--- src/rtl/forwarding_unit_pkg.sv ---
// Shared definitions for the EX-stage operand forwarding logic.
// Select encodings are shared with the datapath forwarding muxes.
package forwarding_unit_pkg;

    localparam int LEN_ADDR_DEFAULT = 5;

    // Forwarding mux select encodings; 2'b11 is never driven.
    localparam logic [1:0] FW_REG = 2'b00;
    localparam logic [1:0] FW_MEM = 2'b01;
    localparam logic [1:0] FW_WB  = 2'b10;

    // Shadow-stage field order, MSB first:
    //   EX  stage: {rs, rt, rd, reg_write, mem_read}
    //   MEM stage: {rd, reg_write}
    //   WB  stage: {rd, reg_write}
    // A bubble is every field zero.
    localparam int EX_FIELD_COUNT  = 5;
    localparam int MWB_FIELD_COUNT = 2;

    // The most recent producer wins, so a MEM hit outranks a WB hit.
    function automatic logic [1:0] fw_pick(input logic mem_hit, input logic wb_hit);
        if (mem_hit) begin
            return FW_MEM;
        end
        if (wb_hit) begin
            return FW_WB;
        end
        return FW_REG;
    endfunction

endpackage

--- src/rtl/forwarding_unit_compare.sv ---
// Combinational forwarding select for a single EX-stage source operand.
// Register $0 is hard-wired to zero and is never forwarded.
module fw_compare
    import forwarding_unit_pkg::*;
#(
    parameter int len_addr = LEN_ADDR_DEFAULT
) (
    input  logic [len_addr-1:0] src,
    input  logic [len_addr-1:0] mem_rd,
    input  logic                mem_reg_write,
    input  logic [len_addr-1:0] wb_rd,
    input  logic                wb_reg_write,
    output logic [1:0]          select
);

    logic mem_hit;
    logic wb_hit;

    always_comb begin
        mem_hit = mem_reg_write && (mem_rd != '0) && (mem_rd == src);
        wb_hit  = wb_reg_write  && (wb_rd  != '0) && (wb_rd  == src);
        select  = fw_pick(mem_hit, wb_hit);
    end

endmodule

--- src/rtl/forwarding_unit.sv ---
// Shadow EX/MEM/WB destination tracking, operand forwarding selects and
// load-use stall generation for a classic five-stage pipeline.
module forwarding_unit
    import forwarding_unit_pkg::*;
#(
    parameter int len_addr = LEN_ADDR_DEFAULT
) (
    input  logic                clk,
    input  logic                rst_n,
    input  logic                enable,
    input  logic                flush_ex,
    input  logic [len_addr-1:0] id_rs,
    input  logic [len_addr-1:0] id_rt,
    input  logic [len_addr-1:0] id_rd,
    input  logic                id_reg_write,
    input  logic                id_mem_read,
    output logic [1:0]          select_a,
    output logic [1:0]          select_b,
    output logic                stall
);

    typedef struct packed {
        logic [len_addr-1:0] rs;
        logic [len_addr-1:0] rt;
        logic [len_addr-1:0] rd;
        logic                reg_write;
        logic                mem_read;
    } ex_stage_t;

    typedef struct packed {
        logic [len_addr-1:0] rd;
        logic                reg_write;
    } mwb_stage_t;

    ex_stage_t  ex_q;
    mwb_stage_t mem_q;
    mwb_stage_t wb_q;
    ex_stage_t  id_stage;

    always_comb begin
        id_stage.rs        = id_rs;
        id_stage.rt        = id_rt;
        id_stage.rd        = id_rd;
        id_stage.reg_write = id_reg_write;
        id_stage.mem_read  = id_mem_read;
    end

    // rt is compared even for instructions that do not read it: conservative.
    always_comb begin
        stall = ex_q.mem_read && (ex_q.rd != '0) &&
                ((ex_q.rd == id_rs) || (ex_q.rd == id_rt));
    end

    always_ff @(posedge clk) begin
        if (!rst_n) begin
            ex_q  <= '0;
            mem_q <= '0;
            wb_q  <= '0;
        end else if (enable) begin
            wb_q            <= mem_q;
            mem_q.rd        <= ex_q.rd;
            mem_q.reg_write <= ex_q.reg_write;
            // A stall and a flush in the same cycle still yield one bubble.
            ex_q            <= (stall || flush_ex) ? '0 : id_stage;
        end
    end

    fw_compare #(.len_addr(len_addr)) u_cmp_a (
        .src           (ex_q.rs),
        .mem_rd        (mem_q.rd),
        .mem_reg_write (mem_q.reg_write),
        .wb_rd         (wb_q.rd),
        .wb_reg_write  (wb_q.reg_write),
        .select        (select_a)
    );

    fw_compare #(.len_addr(len_addr)) u_cmp_b (
        .src           (ex_q.rt),
        .mem_rd        (mem_q.rd),
        .mem_reg_write (mem_q.reg_write),
        .wb_rd         (wb_q.rd),
        .wb_reg_write  (wb_q.reg_write),
        .select        (select_b)
    );

endmodule

--- config.mk ---
export PLATFORM = sky130hd
export DESIGN_NAME = forwarding_unit
export DESIGN_NICKNAME = d
export VERILOG_FILES = /design/src/rtl/forwarding_unit_pkg.sv /design/src/rtl/forwarding_unit_compare.sv /design/src/rtl/forwarding_unit.sv
export SDC_FILE = /design/constraint.sdc
export NUM_CORES = 1
export LEC_CHECK = 0
export ABC_CLOCK_PERIOD_IN_PS = 2600
export CAP_MARGIN = 5
export CORE_MARGIN = 2
export CORE_UTILIZATION = 33
export DETAILED_ROUTE_END_ITERATION = 10
export PLACE_DENSITY = 0.56
export SETUP_SLACK_MARGIN = 0.02
export SLEW_MARGIN = 20
export SYNTH_ARGS = -nofsm -noshare
export SYNTH_HDL_FRONTEND = slang
export SYNTH_HIERARCHICAL = 1
export SYNTH_SLANG_ARGS = --single-unit
--- constraint.sdc ---
create_clock -name clk -period 2.6 [get_ports clk]
set_clock_uncertainty 0.05 [all_clocks]
set_input_delay 0.52 -clock clk [delete_from_list [all_inputs] [get_ports clk]]
set_output_delay 0.52 -clock clk [all_outputs]
set_load 0.02 [all_outputs]
# [Yosys cells after proc, flatten, opt, wreduce, memory -nomap -nowiden]
# Cells that the tools add are included.
[totals] register_bits=29 output_inout_bits=5 wordCells=43
[op_classes] eq_ne=6 n_mux=15 n_reduce_logical=13
[op_table] operator="$eq 5x5->1" n=6
[op_table] operator="$mux 17" n=1
[op_table] operator="$mux 2" n=8
[op_table] operator="$reduce_bool 5->1" n=3
[op_table] operator="$logic_and 1x1->1" n=8
[op_table] operator="$mux 1" n=6
[op_table] operator="$logic_or 1x1->1" n=2

# [Longest topological paths before layout]
# Gate-level depths: netlist of run 1.
[logic_depth] word_depth=7 depth_mapped=6

# [Cells and area by module]
# The synthesis of run 1 kept the hierarchy.
[by_module_without_submodules] module="forwarding_unit" area_per_inst_um2=1336.3 seq_area_each_um2=580.6 cells_each=136 instances=1
[by_module_without_submodules] module="fw_compare" area_per_inst_um2=158.9 seq_area_each_um2=0.0 cells_each=21 instances=2

# [Worst setup path after synthesis of run 1]
# Ideal clock, no wire load.
[synth_timing] path_kind="input to output" start="input port id_rt[4]" end="output port stall" stages=4 path_slack_ns=0.652 arrival_ns=1.378 cell_sequence="xnor2_1 > nand3_1 > o22ai_2 > nor2b_1"
[synth_via] elab_chain_len=3
[synth_lines] element="start: declaration" line="forwarding_unit.sv:13" source="input logic [len_addr-1:0] id_rt,"
[synth_lines] element="$eq 5x5->1" line="forwarding_unit.sv:51" source="((ex_q.rd == id_rs) || (ex_q.rd == id_rt));"
[synth_lines] element="$logic_or 1x1->1" line="forwarding_unit.sv:51"
[synth_lines] element="$logic_and 1x1->1" line="forwarding_unit.sv:50" source="stall = ex_q.mem_read && (ex_q.rd != '0) &&"
[synth_lines] element="end: declaration" line="forwarding_unit.sv:19" source="output logic stall"
# Every way passes these cells.

# [Worst setup path after layout of run 1]
[layout_timing] start="register mem_q[2] in the netlist's numbering" end="output port select_b[0]"
[layout_via] elab_chain_len=5
[layout_lines] element="start: declaration" line="forwarding_unit.sv:36" source="mwb_stage_t mem_q;"
[layout_lines] element="$reduce_bool 5->1" line="forwarding_unit_compare.sv:20" source="mem_hit = mem_reg_write && (mem_rd != '0) && (mem_rd == src);"
[layout_lines] element="$logic_and 1x1->1" line="forwarding_unit_compare.sv:20"
[layout_lines] element="$logic_and 1x1->1 (*)" line="forwarding_unit_compare.sv:20"
[layout_lines] element="$mux 1 (*)" line="forwarding_unit_pkg.sv:22" source="if (mem_hit) begin"
[layout_lines] element="$mux 2 (*)" line="forwarding_unit_pkg.sv:25" source="if (wb_hit) begin"
[layout_lines] element="end: declaration" line="forwarding_unit.sv:18" source="output logic [1:0] select_b,"
# Mark *: on every way between the ends. The rest lies on a longest branch, timed or not.

==> metrics.md, run 1 <==
| Metric | Value |
|---|---|
| Layout cells sized above 1 | 0.216 |
| Startpoint Class | register |
| MaxCap Viol Count | 0 |
| All-Layer GR Usage | 0.161 |
| Initial antenna violation count | 0 |
| Nets | about 230 |
| CP Cell Sequence | xnor2_1, nand3_1, a211oi_2, clkdlybuf4s50_1 |
| Final WS setup | between 0.1 and 0.15 ns |
| Number of global-route vias before repair | 1358 |
| # clock sinks | 29 |
| Routed len/inst | between 10 and 15 µm |
| Synth cell types | 28 |
| Fin crit period | approximately 2.5 ns |
| Count of buffers from port buffering | 25 |
| Clk buf depth | 2 |
| Leak | 0.776 nW |
| Via-to-Cell Ratio | between 5 and 6 |
| Ports | 26 |
| GR peak layer | met2 |
| Worst path top cell family by delay | buffers and inverters |
| Final Cycle Share | 0.959 |
| H-tree levels | 2 |
| DR vias | roughly 1400 |
| CTS clk-pin slew, worst paths | ~0.07 ns |
| Pre-CTS setup slack | -0.188 ns |
| Worst-Margin Slew | a little under 0.8 ns |
| Area delta synth->final | 27.9% |
| Crit-path max FO | 6 |
| Status | finished, final reports clean |
| N_diodes | 0 |
| Top-area cell type share of the netlist area | 0.351 |
| CP Capture Type | output pin |
| Final Hold Fails | 0 |
| Detailed-route DRC error count | 0 |
| Initial drt markers | between 80 and 90 |
| Final HPWL DP | ~3 mm |
| Drt first pass iters | 4 |
| CP bufs+invs | 1 |
| Final setup fails | 0 |
| Layout Utilization | 0.442 |
| #FFs+latches synth | 29 |
| Die Y | around 75 µm |
| RSZ-0062 raised after global routing | false |
| CTS tree | done |
| First-pass GRT wire length | about 6.7 mm |
| Synth Area per Inst | roughly 9.3 µm² |
| Starting Density | 0.346 |
| Required time worst endpoint | 2.03 ns |
| Die Wd | about 75 µm |
| Final slew viol count | 0 |
| Syn_nets | 199 |
| Core footprint | between 0.004 and 0.005 mm² |
| Arrival time at the worst endpoint | 1.92 ns |
| CP max stage delay | 0.66 ns |
| Num CTS Buffers | 5 |
| Row cnt | 25 |
| Largest area contributor in the netlist | dfxtp_1 |
| Filler cell count | 479 |
| Root Driver | clkbuf_8 |
| Power Density | between 500 and 600 mW/mm² |
| Max-slew headroom | 0.483 |
| Worst-Skew Late Latency | roughly 0.28 ns |
| DP Cell Count | ~270 |
| Die Area | ~0.0056 mm² |
| Max IR drop VDD | approximately 210 µV |
| Synthesized area | roughly 0.0017 mm² |
| GR met2 Demand/Resource | 0.254 |
| Power, Total | 1.08 mW |
| Fmax achieved | approximately 400 MHz |
| Met1 Use GR | 0.211 |
| Largest net degree at the start of global routing | 35 |
| Routed Antenna Nets | 0 |
| Setup Crit Path Kind | register to output pin |
| Detailed Route WL | just over 4 mm |
| Met3 usage | 0.0402 |
| Top cells by area, synth | dfxtp_1, xnor2_1, a32oi_1, mux2i_1, nor2b_1 |
| Worst Hold Class | register to register |
| Worst hold margin | approximately 0.45 ns |
| Synth warnings | 6 |
| Sequential share of the synthesized area | 0.351 |
| Placer Congestion | ~0.83 |
| Grt total ovfl | 0 |
| Non-Filler Instances | 280 |
| Slowest stage cell, crit path | clkdlybuf4s50_1 |
| Mapped Cells | around 180 |
routing by layer:
layer	wire (µm)	share of wire
met1	1930	0.47
met2	1870	0.46
met3	224	0.055
met4	55	0.013
met5	0	0
Yosys cell counts (all sizes together):
cell and number:
mux2i 12, xnor2 20, o41ai 2, nor2 2, dfxtp 29, or4 1
xor2 6, a32oi 17, nand3 6, nor4 2, and3b 1, clkbuf 5
a211oi 2, nor2b 14, nand2 23, buf 9, o22ai 1, o21ai 18
a21oi 2, nor3 6
final timing paths:
path | from | end | slack [ns] | cells past startpoint
min reg2reg | ex_q[1] | ex_q[1] | 0.45 | 2
min | ex_q[1] | ex_q[1] | 0.45 | 2
max | mem_q[2] | select_b[0] | 0.11 | 4
max reg2reg | ex_q[6] | ex_q[6] | 0.90 | 5
layout by cell type, fill, tap and decap left out:
cell             instances
clkdlybuf4s50_1         22
clkbuf_2                 1
nor2b_1                 13
dfxtp_2                  3
nand2_1                 23
nor2b_2                  1
o21ai_0                  7
o21ai_1                  1
dfxtp_1                 26
buf_4                   16
o21ai_4                  1
dlymetal6s2s_1           1
nor3_2                   2
xnor2_1                 20
a32oi_1                 17
o21ai_2                  9
or4_4                    1
o22ai_2                  1
nor4_1                   2
and3b_1                  1
clkbuf_1                 1
dlygate4sd2_1            1
clkbuf_8                 5
a21oi_1                  2
o41ai_2                  2
a211oi_2                 2
clkinv_2                 2
mux2i_1                 12
nor2_1                   2
xor2_1                   6
nor3_1                   4
nand3_1                  6
worst reg2reg max path: stages, from the launching register on:
cell and delay (ns):
dfxtp_1 0.39, or4_4 0.57, o21ai_4 0.13, buf_4 0.24, a32oi_1 0.13, o21ai_0 0.12
flip-flops by register name, summed over array words and instances (netlist names):
signal and flops:
wb_q 6, ex_q 17, mem_q 6
power breakdown:
part | leakage (nW) | switching [mW] | internal, mW
Sequential | 0.239 | 0.0423 | 0.471
Combinational | 0.492 | 0.0962 | 0.118
Clock | 0.0450 | 0.172 | 0.185
timing repair:
| action | CTS | global route |
|---|---|---|
| endpoints found under the setup margin | 2 | 4 |
| hold buffers | 0 | 0 |
| buffers inserted | 0 | 0 |
| resized for setup | 2 | 6 |
stage by stage:
stage          cell area [µm²]  TNS (ns)
2_1_floorplan             1650         0
3_3_place_gp              2030    -0.180
3_5_place_dp              2030    -0.188
4_1_cts                   2110         0
5_1_grt                   2120         0
6_report                  2120         0
logic make-up after synthesis:
kind of cell / count (synthesis) / share of synthesized area
and+or+nand+nor: 55 / 0.172
AOI/OAI and AO/OA: 42 / 0.220
DFF: 29 / 0.351
xor gates and xnor gates: 26 / 0.138
buffers and inverters: 14 / 0.0469
muxes: 12 / 0.0726
layout make-up:
cell class / instances / area (µm²) / share of cell area
multi-input cells: 135 / 998 / 0.472
flip-flops and latches: 29 / 584 / 0.276
repair buffers: 41 / 367 / 0.173
well taps: 67 / 83.8 / 0.0396
clock buffers: 6 / 72.6 / 0.0343
clock inverters: 2 / 10.0 / 0.00473
Power figures use the tool's default switching activity.
==> run 2: changes to the inputs <==
Settings changed: SLEW_MARGIN 20 to 30.
==> results of run 2 <==
The final DEF is identical to that of run 1; final timing and power are the same.
